### src/rtl/cdb_broadcaster.sv
// cdb_broadcaster: buffers one completed result per FU and round-robin packs up to
// CDB_WIDTH of them per cycle onto the registered Common Data Bus.
module cdb_broadcaster #(
  parameter int FU_NUM    = 5,
  parameter int CDB_WIDTH = 3,
  parameter int ROB_SIZE  = 32,
  parameter int XLEN      = 32,
  localparam int TW       = $clog2(ROB_SIZE)
) (
  input  logic              clk_i,
  input  logic              rst_i,
  input  logic              flush_i,
  input  logic [FU_NUM-1:0] fu_valid_i,
  input  logic [TW-1:0]     fu_tag_i   [FU_NUM],
  input  logic [XLEN-1:0]   fu_value_i [FU_NUM],
  output logic [FU_NUM-1:0] fu_ready_o,
  output logic              complete_en_o,
  output logic [1:0]        rob_complete_num_o,
  output logic [TW-1:0]     cdb_tag_o   [CDB_WIDTH],
  output logic [XLEN-1:0]   cdb_value_o [CDB_WIDTH]
);

  localparam int PW = (FU_NUM > 1) ? $clog2(FU_NUM) : 1;
  localparam logic [PW:0] FU_NUM_W = (PW+1)'(FU_NUM);
  localparam logic [2:0]  CW       = 3'(CDB_WIDTH);

  logic [FU_NUM-1:0] hold_valid_q;
  logic [TW-1:0]     hold_tag_q   [FU_NUM];
  logic [XLEN-1:0]   hold_value_q [FU_NUM];
  logic [PW-1:0]     rr_q, rr_d;

  logic [FU_NUM-1:0] grant_d;
  logic [FU_NUM-1:0] accept;
  logic [2:0]        cnt_d;
  logic [TW-1:0]     slot_tag_d   [CDB_WIDTH];
  logic [XLEN-1:0]   slot_value_d [CDB_WIDTH];

  logic              complete_en_q;
  logic [1:0]        num_q;
  logic [TW-1:0]     cdb_tag_q   [CDB_WIDTH];
  logic [XLEN-1:0]   cdb_value_q [CDB_WIDTH];

  // Grant uses registered holds only, so fu_ready never depends on fu_valid.
  always_comb begin
    logic [PW:0]   sum;
    logic [PW-1:0] idx;
    logic [PW-1:0] last_idx;
    grant_d  = '0;
    cnt_d    = '0;
    sum      = '0;
    idx      = '0;
    last_idx = '0;
    for (int s = 0; s < CDB_WIDTH; s++) begin
      slot_tag_d[s]   = '0;
      slot_value_d[s] = '0;
    end
    for (int k = 0; k < FU_NUM; k++) begin
      sum = {1'b0, rr_q} + (PW+1)'(k);
      if (sum >= FU_NUM_W) sum = sum - FU_NUM_W;
      idx = sum[PW-1:0];
      if (hold_valid_q[idx] && (cnt_d < CW)) begin
        grant_d[idx] = 1'b1;
        for (int s = 0; s < CDB_WIDTH; s++) begin
          if (cnt_d == 3'(s)) begin
            slot_tag_d[s]   = hold_tag_q[idx];
            slot_value_d[s] = hold_value_q[idx];
          end
        end
        cnt_d    = cnt_d + 3'd1;
        last_idx = idx;
      end
    end
    rr_d = (last_idx == PW'(FU_NUM-1)) ? '0 : last_idx + PW'(1);
  end

  assign fu_ready_o = ~{FU_NUM{flush_i}} & (~hold_valid_q | grant_d);
  assign accept     = fu_valid_i & fu_ready_o;

  always_ff @(posedge clk_i or posedge rst_i) begin
    if (rst_i) begin
      hold_valid_q  <= '0;
      rr_q          <= '0;
      complete_en_q <= 1'b0;
      num_q         <= '0;
      for (int i = 0; i < FU_NUM; i++) begin
        hold_tag_q[i]   <= '0;
        hold_value_q[i] <= '0;
      end
      for (int s = 0; s < CDB_WIDTH; s++) begin
        cdb_tag_q[s]   <= '0;
        cdb_value_q[s] <= '0;
      end
    end else if (flush_i) begin
      hold_valid_q  <= '0;
      rr_q          <= '0;
      complete_en_q <= 1'b0;
      num_q         <= '0;
      for (int s = 0; s < CDB_WIDTH; s++) begin
        cdb_tag_q[s]   <= '0;
        cdb_value_q[s] <= '0;
      end
    end else begin
      // A new result loading into an entry wins over that entry's grant-clear.
      for (int i = 0; i < FU_NUM; i++) begin
        if (accept[i]) begin
          hold_valid_q[i] <= 1'b1;
          hold_tag_q[i]   <= fu_tag_i[i];
          hold_value_q[i] <= fu_value_i[i];
        end else if (grant_d[i]) begin
          hold_valid_q[i] <= 1'b0;
        end
      end
      for (int s = 0; s < CDB_WIDTH; s++) begin
        cdb_tag_q[s]   <= slot_tag_d[s];
        cdb_value_q[s] <= slot_value_d[s];
      end
      num_q         <= cnt_d[1:0];
      complete_en_q <= (cnt_d != 3'd0);
      if (cnt_d != 3'd0) rr_q <= rr_d;
    end
  end

  assign complete_en_o      = complete_en_q;
  assign rob_complete_num_o = num_q;
  assign cdb_tag_o          = cdb_tag_q;
  assign cdb_value_o        = cdb_value_q;

endmodule
### config.mk
export PLATFORM = sky130hd
export DESIGN_NAME = cdb_broadcaster
export DESIGN_NICKNAME = d
export VERILOG_FILES = /design/src/rtl/cdb_broadcaster.sv
export SDC_FILE = /design/constraint.sdc
export NUM_CORES = 1
export LEC_CHECK = 0
export CAP_MARGIN = 20
export CORE_ASPECT_RATIO = 1.25
export CORE_MARGIN = 3
export CORE_UTILIZATION = 30
export DETAILED_ROUTE_END_ITERATION = 12
export HOLD_SLACK_MARGIN = 0.06
export PLACE_DENSITY = 0.52
export SYNTH_ARGS = -nofsm -noshare
export SYNTH_HDL_FRONTEND = slang
export SYNTH_SLANG_ARGS = --single-unit
export TNS_END_PERCENT = 1
### constraint.sdc
create_clock -name clk_i -period 23 [get_ports clk_i]
set_input_delay 4.6 -clock clk_i [delete_from_list [all_inputs] [get_ports clk_i]]
set_output_delay 4.6 -clock clk_i [all_outputs]
set_load 0.02 [all_outputs]
==> flow_summary.toml, run 1 <==
[cells_and_area]
nNetsFinal = 3119
diodes = 0
drive_gt1_frac = 0.128
n_fill_cell = 7609
syn_to_final_growth_pct = 21.3

[routing]
drc = 0
totalWireLength_um = 112000
ant_nets = 0
wl_per_cell_um = 28.7
drtIter0Drc = 3110
vias_per_cell = 6.34
vias = 24683
firstDrtPassIters = 7

[hold_path]
hp-class = "reg2reg"
hp-start = "hold_tag_q[22]"
whs_path_depth = 1
hold_end = "hold_tag_q[22]"

[clocking]
cts_setup_buffers = 0
cts_max_path_buffers = 3
cts.sinks = 307
cts_buffers = 34
cts_tree = "done"
clk_pin_slew_ns = 0.06
h-tree-depth = 2
ctsResizeCount = 0
ctsHoldBuffers = 0
clk_latency_ns = 0.57
cts_root_buffer = "clkbuf_16"

[yosys]
synth_top_area_share = 0.335
ys_types = 77
syn-num-nets = 3005
ys_seq_area_frac = 0.335
syn_avg_cell_area_um2 = 8.21
ys_top_cells_by_area = "dfrtp_1 34%, nand2_1 7.8%, mux2_2 5.2%, mux2i_1 4.0%, mux2_4 3.9%"
synthArstFlopShare = 1.00
ys_warn_count = 0
yosys.area.top_type = "dfrtp_1"
syn_area_um2 = 22900
yosys-top-cells-count = "479 x nand2_1, 307 x dfrtp_1, 206 x nor2_1, 204 x clkbuf_1, 165 x a21oi_1"
postSynthCellCount = 2790
synth-edff-count = 0
synth.most_common_cell = "nand2_1"
synth_ff_type = "dfrtp_1"
synth_seq_cells = 307

[run_status]
status = "finished clean"

[global_routing]
overflow = 0
grt_use_total = 0.270
grt_pass1_vias = 24735
antenna_found_initial = 3
grt_first_pass_wirelength_um = 162000
grt_max_degree = 101

[worst_setup_path]
cp-end-kind = "output port"
cpMostUsedCell = "buf_4"
r2r_slack_ns = 14.38
r2r-start = "rr_q[1]"
critPathKind = "reg2out"
cp.required_ns = 18.40
slowest_stage = "ha_4"
crit_fanout = 84
arrival_ns = 8.33
reg2reg_depth = 19
worst_path_largest_cell_delay_ns = 0.95
cp-start-kind = "flop"
reg2reg_to = "hold_value_q[159]"
cp_cell_sequence = "inv_1 > ha_1 > ha_4 > inv_2 > buf_4 > a22o_2 > buf_4 > a21oi_4 > buf_4 > a32o_1 > fa_1 > a22o_1 > a21oi_1 > o221ai_2 > or3_1 > and3_1 > a41oi_1 > nor2_1 > clkdlybuf4s50_1"

[floorplan]
die_area_um2 = 79700
fp.dieH_um = 315
num_rows = 112
coreArea_um2 = 75100
initial_core_util = 0.305
io_pins = 312
die_width_um = 253

[timing]
timing_hold_violations_final = 0
worst_slack_ns = 10.07
setup_violations = 0
rsz0062_at_grt = "no"
min_period_over_period = 0.562
drv_slew = 0
finalCriticalPeriod_ns = 12.93
hold-worst-slack_ns = 0.642
final.setup.tns_ns = 0
worst_pin_slew_ns = 1.20
fin_worst_skew_ns = 0.0159
timing.slew.headroom = 0.199
max_freq_mhz = 77.3

[placed_design]
portBuffers = 311
gp_congestion = 0.907
pre_cts_ws_ns = 10.75
dp_hpwl_um = 68500

[job]
drv_cap = 0
==> cells in the final DEF, fill, tap and decap left out, drive strengths merged, types with 46 or more instances in the layout <==
cell / n
mux2i: 93
a211oi: 115
nand2: 479
nor2: 207
mux2: 190
nand3: 112
clkdlybuf4s50: 310
o21ai: 167
o22ai: 114
a21oi: 167
buf: 46
dfrtp: 307
==> area by class of cell <==
class	instances	area (µm²)	share of cell area
multi-input cells	2174	14200	0.511
inverters	31	128	0.00459
repair buffers	356	3470	0.125
flip-flops and latches	307	7680	0.276
clock buffers	41	928	0.0334
clock inverters	17	183	0.00657
well taps	969	1210	0.0436
==> kinds of logic (layout without fill, tap and decap cells) <==
| logic type | Yosys count | after routing | synth area share |
|---|---|---|---|
| DFF | 307 | 307 | 0.335 |
| buffers and inverters | 309 | 445 | 0.0563 |
| muxes | 283 | 283 | 0.144 |
| xor gates and xnor gates | 3 | 3 | 0.00115 |
| AOI/OAI and AO/OA | 896 | 896 | 0.267 |
| and+or+nand+nor | 970 | 970 | 0.183 |
| adders and majority gates | 22 | 22 | 0.0127 |
==> critical path, delay by kind of cell (launching register included) <==
family,cells,cell delay (ns)
compound gates,7,2.14
fa+ha+maj,3,1.85
buf+inv,6,2.20
flops,1,0.62
simple gates,3,0.90
==> layer usage <==
layer / global-route usage / part of all wire / up-vias
met4: 0.150 / 0.063 / 0
li1: - / - / 10510
met5: 0 / 0 / -
met1: 0.334 / 0.38 / 11893
met3: 0.0566 / 0.10 / 477
met2: 0.438 / 0.46 / 1803
==> worst max-delay path by stage <==
| stage | start | to | depth (start not counted) | slack [ns] |
|---|---|---|---|---|
| 6_report | rr_q[1] | fu_ready_o[0] | 19 | 10.07 |
| 5_1_grt | rr_q[1] | fu_ready_o[0] | 19 | 9.79 |
| 4_1_cts | rr_q[1] | fu_ready_o[0] | 19 | 10.16 |
| 3_5_place_dp | rr_q[1] | fu_ready_o[0] | 19 | 10.75 |
| 3_3_place_gp | rr_q[1] | fu_ready_o[0] | 19 | 10.75 |
| 2_1_floorplan | rst_i | cdb_tag_o[0] | 1 | 9.91 |
==> flip-flops by register name (all words and copies together), names as in the netlist <==
name	count
hold_valid_q	5
complete_en_o	1
cdb_tag_o	15
cdb_value_o	96
hold_tag_q	25
rob_complete_num_o	2
hold_value_q	160
rr_q	3
==> through the flow <==
stage / instances / util / cell area [µm²]
2_1_floorplan: 2790 / - / 22900
3_3_place_gp: 3836 / 0.355 / 26600
3_5_place_dp: 3836 / 0.355 / 26600
4_1_cts: 3894 / 0.370 / 27800
5_1_grt: 3895 / 0.370 / 27800
6_report: 3895 / 0.370 / 27800
Power of run 1 is left out: the tool's default activity adds up to more than one toggle a clock period on the data nets, which glitch-free logic cannot reach.
==> run 2, diff against run 1 <==
--- a/config.mk
+++ b/config.mk
@@ -11,7 +11,7 @@
 export CORE_UTILIZATION = 30
 export DETAILED_ROUTE_END_ITERATION = 12
 export HOLD_SLACK_MARGIN = 0.06
-export PLACE_DENSITY = 0.52
+export PLACE_DENSITY = 0.54
 export SYNTH_ARGS = -nofsm -noshare
 export SYNTH_HDL_FRONTEND = slang
 export SYNTH_SLANG_ARGS = --single-unit
==> constraint.sdc (replaced) <==
create_clock -name clk_i -period 10.8 [get_ports clk_i]
set_input_delay 2.16 -clock clk_i [delete_from_list [all_inputs] [get_ports clk_i]]
set_output_delay 2.16 -clock clk_i [all_outputs]
set_load 0.02 [all_outputs]
==> flow_summary.toml, run 2 (same netlist as run 1, synthesis figures left out) <==
[timing]
worst_pin_slew_ns = 1.15
timing_hold_violations_final = 0
max_freq_mhz = 101
timing.slew.headroom = 0.235
min_period_over_period = 0.918
finalCriticalPeriod_ns = 9.91
fin_worst_skew_ns = 0.0283
rsz0062_at_grt = "no"
drv_slew = 0
setup_violations = 0
final.setup.tns_ns = 0

[clocking]
h-tree-depth = 2
clk_latency_ns = 0.57
cts_setup_buffers = 0
cts_max_path_buffers = 3
ctsHoldBuffers = 0
cts_tree = "done"
clk_pin_slew_ns = 0.07
cts_root_buffer = "clkbuf_16"
cts.sinks = 307
cts_buffers = 36
ctsResizeCount = 0

[worst_setup_path]
arrival_ns = 7.75
reg2reg_depth = 18
cp.required_ns = 8.64
critPathKind = "reg2out"
crit_fanout = 29
r2r_slack_ns = 2.74
cp-start-kind = "flop"
r2r-start = "rr_q[1]"
worstSetupStartpoint = "rr_q[1]"
cp-end-kind = "output port"

[cells_and_area]
layout_common_cells = "472 x nand2_1, 310 x clkdlybuf4s50_1, 307 x dfrtp_1, 199 x nor2_1"
nNetsFinal = 3123
final_common_cell = "nand2_1"
multiInputGateArea_um2 = 14200
seqCellArea_um2 = 7680
fin_cells = 3903
final_area_um2 = 27900
n_fill_cell = 7654
drive_gt1_frac = 0.130
largest_register_ffs = 160
syn_to_final_growth_pct = 21.9
largest-register = "hold_value_q"

[routing]
firstDrtPassIters = 7
ant_nets = 0
vias_per_cell = 6.21
vias = 24254
wl_per_cell_um = 28.2
drtIter0Drc = 2673
drc = 0
totalWireLength_um = 110000

[global_routing]
met1_usage = 0.338
grt_use_total = 0.269
met3_usage = 0.0520
grt_pass1_vias = 23664
antenna_found_initial = 6
grt_first_pass_wirelength_um = 160000
grt.busiest_layer = "met2"
overflow = 0
grt_util_met2 = 0.428
grt_max_degree = 105

[placed_design]
placed_area_um2 = 26700
dp_hpwl_um = 66500
placed_cells = 3839
portBuffers = 311
gp_congestion = 0.937

[floorplan]
fp.dieH_um = 315
die_width_um = 253
coreArea_um2 = 75100
io_pins = 312
die_area_um2 = 79700
num_rows = 112
initial_core_util = 0.305

[run_status]
status = "finished clean"

[hold_path]
hp-start = "hold_tag_q[20]"
hp-class = "reg2reg"
whs_path_depth = 1

[job]
drv_cap = 0
## run 2: path summary, 6_finish.rpt
path / to
worst max-delay path: fu_ready_o[0]
worst min-delay path: hold_tag_q[20]
worst max register to register: hold_value_q[158]
worst min register to register: hold_tag_q[20]
max in group asynchronous: cdb_value_o[72]
min in group asynchronous: hold_value_q[92]
## run 2: worst max-delay path, cell delays in order (launching register included)
cell and delay, ns:
dfrtp_1 0.57, inv_1 0.26, ha_1 0.92, inv_1 0.42
o21ai_0 0.41, a221oi_4 0.13, a32oi_1 0.45, nor2b_4 0.43
buf_4 0.44, inv_2 0.28, ha_1 0.32, a31oi_1 0.24
nor2_1 0.13, ha_1 0.30, or3_1 0.41, and3_1 0.33
a41oi_1 0.45, nor2_1 0.07, clkdlybuf4s50_1 0.57
## run 2: metal layers
layer	vias up	wire length, µm
met3	396	10400
met4	0	6880
met2	1630	50100
met1	11668	42800
li1	10560	-
met5	-	0
## run 2: stage by stage
step,worst slack (ns),util,hold WS (ns)
3_3_place_gp,1.75,0.355,0.549
3_5_place_dp,1.65,0.355,0.564
2_1_floorplan,0.152,-,0.524
6_report,0.887,0.372,0.587
4_1_cts,1.03,0.372,0.578
5_1_grt,0.530,0.372,0.598
## run 2: layout make-up
class | instances | share of cell area
Inverter | 31 | 0.00457
Tap cell | 969 | 0.0434
Sequential cell | 307 | 0.275
Clock buffer | 44 | 0.0348
Timing Repair Buffer | 358 | 0.124
Antenna cell | 1 | 0.0000896
Multi-Input combinational cell | 2174 | 0.508
Clock inverter | 19 | 0.00959
Power of run 2 is left out for the same reason.
